$ cat config.mk
export PLATFORM = sky130hd
export DESIGN_NAME = sensor_conditioner_flat
export DESIGN_NICKNAME = d
export VERILOG_FILES = /design/src/rtl/sensor_conditioner_if.sv /design/src/rtl/sensor_conditioner.sv /design/src/flat_wrapper.sv
export SDC_FILE = /design/constraint.sdc
export NUM_CORES = 1
export LEC_CHECK = 0
export ABC_CLOCK_PERIOD_IN_PS = 1050
export CAP_MARGIN = 20
export CORE_MARGIN = 2
export CORE_UTILIZATION = 41
export DETAILED_ROUTE_END_ITERATION = 7
export DONT_BUFFER_PORTS = 1
export PLACE_DENSITY = 0.56
export SYNTH_ARGS = -nofsm -noshare
export SYNTH_HDL_FRONTEND = slang
export SYNTH_SLANG_ARGS = --single-unit
$ cat constraint.sdc
create_clock -name clk -period 1.05 [get_ports clk]
set_input_delay 0.105 -clock clk [delete_from_list [all_inputs] [get_ports clk]]
set_output_delay 0.105 -clock clk [all_outputs]
set_load 0.02 [all_outputs]
$ cat src/rtl/sensor_conditioner_if.sv
`default_nettype none
// +----------------------------------------------------------------------------+
// | sensor_conditioner_if : raw sensor inputs and conditioned outputs bundle.  |
// | Rev 1.0                                                                    |
// +----------------------------------------------------------------------------+
interface sensor_conditioner_if;
    logic       F_raw;
    logic       T_raw;
    logic       LE_raw;
    logic       LD_raw;
    logic       bateria_raw;
    logic       botao_raw;
    logic       F;
    logic       T;
    logic       LE;
    logic       LD;
    logic       bateria;
    logic       botao;
    logic       press_pulse;
    logic [3:0] stuck;

    modport slave (
        input  F_raw, T_raw, LE_raw, LD_raw, bateria_raw, botao_raw,
        output F, T, LE, LD, bateria, botao, press_pulse, stuck
    );

    modport master (
        output F_raw, T_raw, LE_raw, LD_raw, bateria_raw, botao_raw,
        input  F, T, LE, LD, bateria, botao, press_pulse, stuck
    );
endinterface
`default_nettype wire

$ cat src/rtl/sensor_conditioner.sv
`default_nettype none
// +----------------------------------------------------------------------------+
// | sensor_conditioner : sync + debounce of bump/battery/button inputs, power  |
// | FSM, optional stuck-sensor detection (macro SENSOR_STUCK_DET_EN). Rev 1.0  |
// +----------------------------------------------------------------------------+
module sensor_conditioner #(
    parameter int DEBOUNCE_CYCLES = 16,
    parameter int STUCK_CYCLES    = 1024
) (
    input  wire logic           clk,
    input  wire logic           rst_n,
    sensor_conditioner_if.slave bus
);

    localparam int              c_NCH     = 6;
    localparam int              c_IDX_BAT = 4;
    localparam int              c_IDX_BTN = 5;
    localparam int              c_CW      = $clog2(DEBOUNCE_CYCLES);
    localparam logic [c_CW-1:0] c_CNT_MAX = c_CW'(DEBOUNCE_CYCLES - 1);

    localparam logic [1:0] c_ST_OFF    = 2'd0;
    localparam logic [1:0] c_ST_ON     = 2'd1;
    localparam logic [1:0] c_ST_LOWBAT = 2'd2;

    generate
        if ((DEBOUNCE_CYCLES < 2) || (STUCK_CYCLES < 1)) begin : g_param_check
            $error("sensor_conditioner: DEBOUNCE_CYCLES must be >= 2 and STUCK_CYCLES >= 1");
        end
    endgenerate

    logic [c_NCH-1:0] w_raw;
    logic [c_NCH-1:0] w_level;

    assign w_raw = {bus.botao_raw, bus.bateria_raw, bus.LD_raw,
                    bus.LE_raw,    bus.T_raw,       bus.F_raw};

    // Each channel: 2-FF synchroniser, then a level accepted only after
    // DEBOUNCE_CYCLES consecutive synced samples disagree with it.
    generate
        for (genvar gi = 0; gi < c_NCH; gi++) begin : g_chan
            logic            sync1_q;
            logic            sync2_q;
            logic            level_q;
            logic            level_d;
            logic [c_CW-1:0] cnt_q;
            logic [c_CW-1:0] cnt_d;

            always_comb begin
                level_d = level_q;
                cnt_d   = cnt_q;
                if (sync2_q == level_q) begin
                    cnt_d = '0;
                end else if (cnt_q == c_CNT_MAX) begin
                    level_d = sync2_q;
                    cnt_d   = '0;
                end else begin
                    cnt_d = cnt_q + c_CW'(1);
                end
            end

            always_ff @(posedge clk or negedge rst_n) begin
                if (!rst_n) begin
                    sync1_q <= 1'b0;
                    sync2_q <= 1'b0;
                    level_q <= 1'b0;
                    cnt_q   <= '0;
                end else begin
                    sync1_q <= w_raw[gi];
                    sync2_q <= sync1_q;
                    level_q <= level_d;
                    cnt_q   <= cnt_d;
                end
            end

            assign w_level[gi] = level_q;
        end
    endgenerate

    logic btn_prev_q;
    logic press_pulse_q;

    always_ff @(posedge clk or negedge rst_n) begin
        if (!rst_n) begin
            btn_prev_q    <= 1'b0;
            press_pulse_q <= 1'b0;
        end else begin
            btn_prev_q    <= w_level[c_IDX_BTN];
            press_pulse_q <= w_level[c_IDX_BTN] & ~btn_prev_q;
        end
    end

    logic [1:0] state_q;
    logic [1:0] state_d;
    logic       botao_q;
    logic       botao_d;

    always_ff @(posedge clk or negedge rst_n) begin
        if (!rst_n) begin
            state_q <= c_ST_OFF;
            botao_q <= 1'b0;
        end else begin
            state_q <= state_d;
            botao_q <= botao_d;
        end
    end

    // Battery loss in ON wins over a simultaneous press.
    always_comb begin
        state_d = state_q;
        case (state_q)
            c_ST_OFF: begin
                if (press_pulse_q && w_level[c_IDX_BAT]) begin
                    state_d = c_ST_ON;
                end
            end
            c_ST_ON: begin
                if (!w_level[c_IDX_BAT]) begin
                    state_d = c_ST_LOWBAT;
                end else if (press_pulse_q) begin
                    state_d = c_ST_OFF;
                end
            end
            c_ST_LOWBAT: begin
                if (w_level[c_IDX_BAT]) begin
                    state_d = c_ST_OFF;
                end
            end
            default: state_d = c_ST_OFF;
        endcase
    end

    always_comb begin
        botao_d = (state_d == c_ST_ON);
    end

    assign bus.F           = w_level[0];
    assign bus.T           = w_level[1];
    assign bus.LE          = w_level[2];
    assign bus.LD          = w_level[3];
    assign bus.bateria     = w_level[c_IDX_BAT];
    assign bus.botao       = botao_q;
    assign bus.press_pulse = press_pulse_q;

`ifdef SENSOR_STUCK_DET_EN
    localparam int              c_SW        = $clog2(STUCK_CYCLES + 1);
    localparam logic [c_SW-1:0] c_STUCK_MAX = c_SW'(STUCK_CYCLES);
    localparam logic [c_SW-1:0] c_STUCK_HIT = c_SW'(STUCK_CYCLES - 1);

    logic       w_enter_off;
    logic [3:0] w_stuck;

    assign w_enter_off = (state_d == c_ST_OFF) && (state_q != c_ST_OFF);

    // Flag sets only on the cycle the count reaches the limit, so a flag
    // cleared by power-off stays clear while the sensor remains pressed.
    generate
        for (genvar gs = 0; gs < 4; gs++) begin : g_stuck
            logic [c_SW-1:0] run_q;
            logic            flag_q;

            always_ff @(posedge clk or negedge rst_n) begin
                if (!rst_n) begin
                    run_q <= '0;
                end else if (!w_level[gs]) begin
                    run_q <= '0;
                end else if (run_q != c_STUCK_MAX) begin
                    run_q <= run_q + c_SW'(1);
                end
            end

            always_ff @(posedge clk or negedge rst_n) begin
                if (!rst_n) begin
                    flag_q <= 1'b0;
                end else if (w_enter_off) begin
                    flag_q <= 1'b0;
                end else if (w_level[gs] && (run_q == c_STUCK_HIT)) begin
                    flag_q <= 1'b1;
                end
            end

            assign w_stuck[3-gs] = flag_q;
        end
    endgenerate

    assign bus.stuck = w_stuck;
`else
    assign bus.stuck = 4'b0000;
`endif

endmodule
`default_nettype wire
$ cat src/flat_wrapper.sv
// flat-port wrapper written by rule: the top's interface ports become plain ports
module sensor_conditioner_flat 
#(
    parameter int DEBOUNCE_CYCLES = 16,
    parameter int STUCK_CYCLES    = 1024
)
  (clk, rst_n, bus_F_raw, bus_T_raw, bus_LE_raw, bus_LD_raw, bus_bateria_raw, bus_botao_raw, bus_F, bus_T, bus_LE, bus_LD, bus_bateria, bus_botao, bus_press_pulse, bus_stuck);
  sensor_conditioner_if bus_i ();
  input  wire logic clk;
  input  wire logic rst_n;
  input wire logic [$bits(bus_i.F_raw)-1:0] bus_F_raw;
  input wire logic [$bits(bus_i.T_raw)-1:0] bus_T_raw;
  input wire logic [$bits(bus_i.LE_raw)-1:0] bus_LE_raw;
  input wire logic [$bits(bus_i.LD_raw)-1:0] bus_LD_raw;
  input wire logic [$bits(bus_i.bateria_raw)-1:0] bus_bateria_raw;
  input wire logic [$bits(bus_i.botao_raw)-1:0] bus_botao_raw;
  output wire logic [$bits(bus_i.F)-1:0] bus_F;
  output wire logic [$bits(bus_i.T)-1:0] bus_T;
  output wire logic [$bits(bus_i.LE)-1:0] bus_LE;
  output wire logic [$bits(bus_i.LD)-1:0] bus_LD;
  output wire logic [$bits(bus_i.bateria)-1:0] bus_bateria;
  output wire logic [$bits(bus_i.botao)-1:0] bus_botao;
  output wire logic [$bits(bus_i.press_pulse)-1:0] bus_press_pulse;
  output wire logic [$bits(bus_i.stuck)-1:0] bus_stuck;
  assign bus_i.F_raw = bus_F_raw;
  assign bus_i.T_raw = bus_T_raw;
  assign bus_i.LE_raw = bus_LE_raw;
  assign bus_i.LD_raw = bus_LD_raw;
  assign bus_i.bateria_raw = bus_bateria_raw;
  assign bus_i.botao_raw = bus_botao_raw;
  assign bus_F = bus_i.F;
  assign bus_T = bus_i.T;
  assign bus_LE = bus_i.LE;
  assign bus_LD = bus_i.LD;
  assign bus_bateria = bus_i.bateria;
  assign bus_botao = bus_i.botao;
  assign bus_press_pulse = bus_i.press_pulse;
  assign bus_stuck = bus_i.stuck;
  sensor_conditioner #(.DEBOUNCE_CYCLES(DEBOUNCE_CYCLES), .STUCK_CYCLES(STUCK_CYCLES)) u_core (.clk(clk), .rst_n(rst_n), .bus(bus_i));
endmodule
==> reports/metrics.yaml <==
outcome: "finished with violations"
violations: "negative hold slack, negative setup slack"
syn_area_per_cell_um2: 13.7
cts_tree: "yes"
drive_gt1_share_pct: 39.3
peakVddDrop_uv: 970
coreArea_um2: 4350
switching_share_pct: 22.7
p_leak_uw: 0.00106
final_core_util_pct: 56.5
period_share_pct: 105
wirelength_um: 3120
grt_usage_pct: 13.4
die_height_um: 71.3
place_congestion: 0.709
portBuffers: 0
hold_violations: 47
grt_setup_unrepaired: "true"
yosysUniqueCellTypes: 15
grt.met3_usage_pct: 4.50
io_pins: 19
syn_to_final_growth_pct: 32.4
dr.pass1.iters: 3
finalInstanceArea_um2: 2460
grt-ovfl-total: 0
drt_iter0_markers: 40
grt_pass1_wl_um: 5340
final.setup.tns_ns: -0.262
crit_type: "flip-flop to flip-flop"
setup_viol: 8
top_usage_layer: "met2"
use_met1_pct: 16.6
nets: 187
num_antenna_cells: 0
clkPwrFrac_pct: 31.6
clkTransAtPathRegs_ns: 0.08
avgRoutedWirePerCell_um: 13.8
dp_hpwl_um: 1940
worst_slack_ns: -0.0567
htree_levels: 2
ff2ff_path_depth: 3
clockBufferDepth: 2
grt_max_degree: 48
ant_nets: 0
syn-instance-count: 136
finClkSkew_ns: 0.00804
vias: 1107
path_max_fanout: 3
fin_hold_ws_ns: -0.504
intPower_uw: 2610
seq_area_frac_synth_pct: 63.3
yosys_warnings: 0
cts_root_buf: "clkbuf_8"
die_x_um: 71.3
holdBufCountCts: 6
power_density_nw_per_um2: 1370
cts.sinks: 47
p_switching_uw: 768
slew_violations: 0
cts_made_buffers: 5
endpoint_kind: "flip-flop"
fmax_mhz: 904
cp_data_required_time_ns: 1.24
drc: 0
seqPwrFrac_pct: 58.5
antenna_found_initial: 0
hp-class: "primary input to asynchronous set/reset pin"
row_count: 24
ys_ff_latch: 47
insertion_delay_ns: 0.29
vias_per_cell: 4.92
dieArea_um2: 5090
start_kind: "flip-flop"
combPwrFrac_pct: 9.9
first_global_vias: 1196
fin_crit_ns: 1.11
arrival_ns: 1.29
gr-usage-met2_pct: 22.1
initial_core_util_pct: 42.7
synthesis.area_um2: 1860
cap_violations: 0
placed_area_um2: 2070
-- Yosys cell counts --
cell type	instances	area share [%]
dfrtp_1	47	63
xnor2_1	14	6.6
a21oi_1	12	3.2
nor2_1	7	1.4
nor2b_1	7	2.4
nor3b_1	7	2.8
ha_1	6	4.0
inv_1	6	1.2
mux2_4	6	4.8
nand3_2	6	3.2
nand4b_1	6	2.8
o21ai_0	6	1.6
buf_4	4	1.6
conb_1	1	0.20
nor3b_2	1	0.67
-- metal layers --
metal | vias up | wire [µm]
met5 | - | 0
met4 | 0 | 46
met3 | 8 | 108
met2 | 18 | 1680
met1 | 554 | 1280
li1 | 527 | -
-- through the flow --
stage	total power (µW)	hold WS, ns	worst slack (ns)	cells
3_3_place_gp	2190	-0.189	-0.0325	207
6_report	3380	-0.504	-0.0567	225
5_1_grt	3550	-0.523	-0.0892	225
2_1_floorplan	2120	-0.191	-0.0211	139
4_1_cts	3350	-0.515	-0.0493	225
3_5_place_dp	2210	-0.189	-0.0819	207
-- cell usage in the layout, fill, tap and decap left out, drive strengths merged --
| master | n |
|---|---|
| nand3 | 6 |
| mux2 | 6 |
| clkbuf | 6 |
| dlygate4sd3 | 6 |
| nor2b | 7 |
| nor3b | 8 |
| conb | 4 |
| clkinv | 1 |
| buf | 25 |
| xnor2 | 14 |
| a21oi | 12 |
| inv | 6 |
| ha | 6 |
| dfrtp | 47 |
| nand4b | 6 |
| nor2 | 7 |
| o21ai | 6 |
-- cells by family after synthesis --
family,synth area share (%)
AO/OA/AOI/OAI,4.85
XOR/XNOR,6.60
adder cells (fa/ha/maj),4.04
buffers and inverters,2.83
flip-flops,63.3
multiplexers,4.85
other,0.202
AND/OR/NAND/NOR,13.3
-- what timing repair did --
item,in CTS,in global routing
hold endpoints to repair,53,47
pin swaps,7,16
buffers inserted,5,1
gates resized for setup,5,32
endpoints found under the setup margin,14,28
-- critical path, stage by stage (launching register included) --
cell     delay [ns]
dfrtp_1        0.42
ha_4           0.20
nand3_4        0.08
mux2_4         0.29
-- worst paths after layout --
check | start | endpoint | slack (ns)
max | u_core.g_chan[0].cnt_q[0] | u_core.bus.F | -0.06
min | rst_n | u_core.bus.F | -0.50
max reg2reg | u_core.g_chan[0].cnt_q[0] | u_core.bus.F | -0.06
min reg2reg | u_core.g_chan[5].sync1_q | u_core.g_chan[5].sync2_q | 0.35
max in group asynchronous | rst_n | u_core.bus.bateria | 1.45
min in group clk | u_core.g_chan[5].sync1_q | u_core.g_chan[5].sync2_q | 0.35
-- state kept, by name, summed over array words and instances, names as in the netlist, 2 cells and up --
signal	cells
u_core.g_chan.cnt_q	24
u_core.g_chan.sync1_q	6
u_core.g_chan.sync2_q	6
u_core.state_q	2
-- power by group through the flow --
| stage | Combinational [µW] | Sequential [µW] | Clock [µW] |
|---|---|---|---|
| after floorplan | 143 | 1980 | 0 |
| after global placement | 207 | 1980 | 0 |
| after detailed placement | 218 | 1990 | 0 |
| after CTS | 274 | 1950 | 1120 |
| after global routing | 373 | 1990 | 1190 |
| final | 333 | 1980 | 1070 |
-- layout make-up --
cell class                 count  area, µm²
fill                         342       1890
sequential                    47       1180
multi-input combinational     82        840
timing repair buffer          31        267
clock buffer                   6       82.6
tap                           52       65.1
inverter                       6       22.5
clock inverter                 1       5.00
Power figures use the tool's default switching activity.
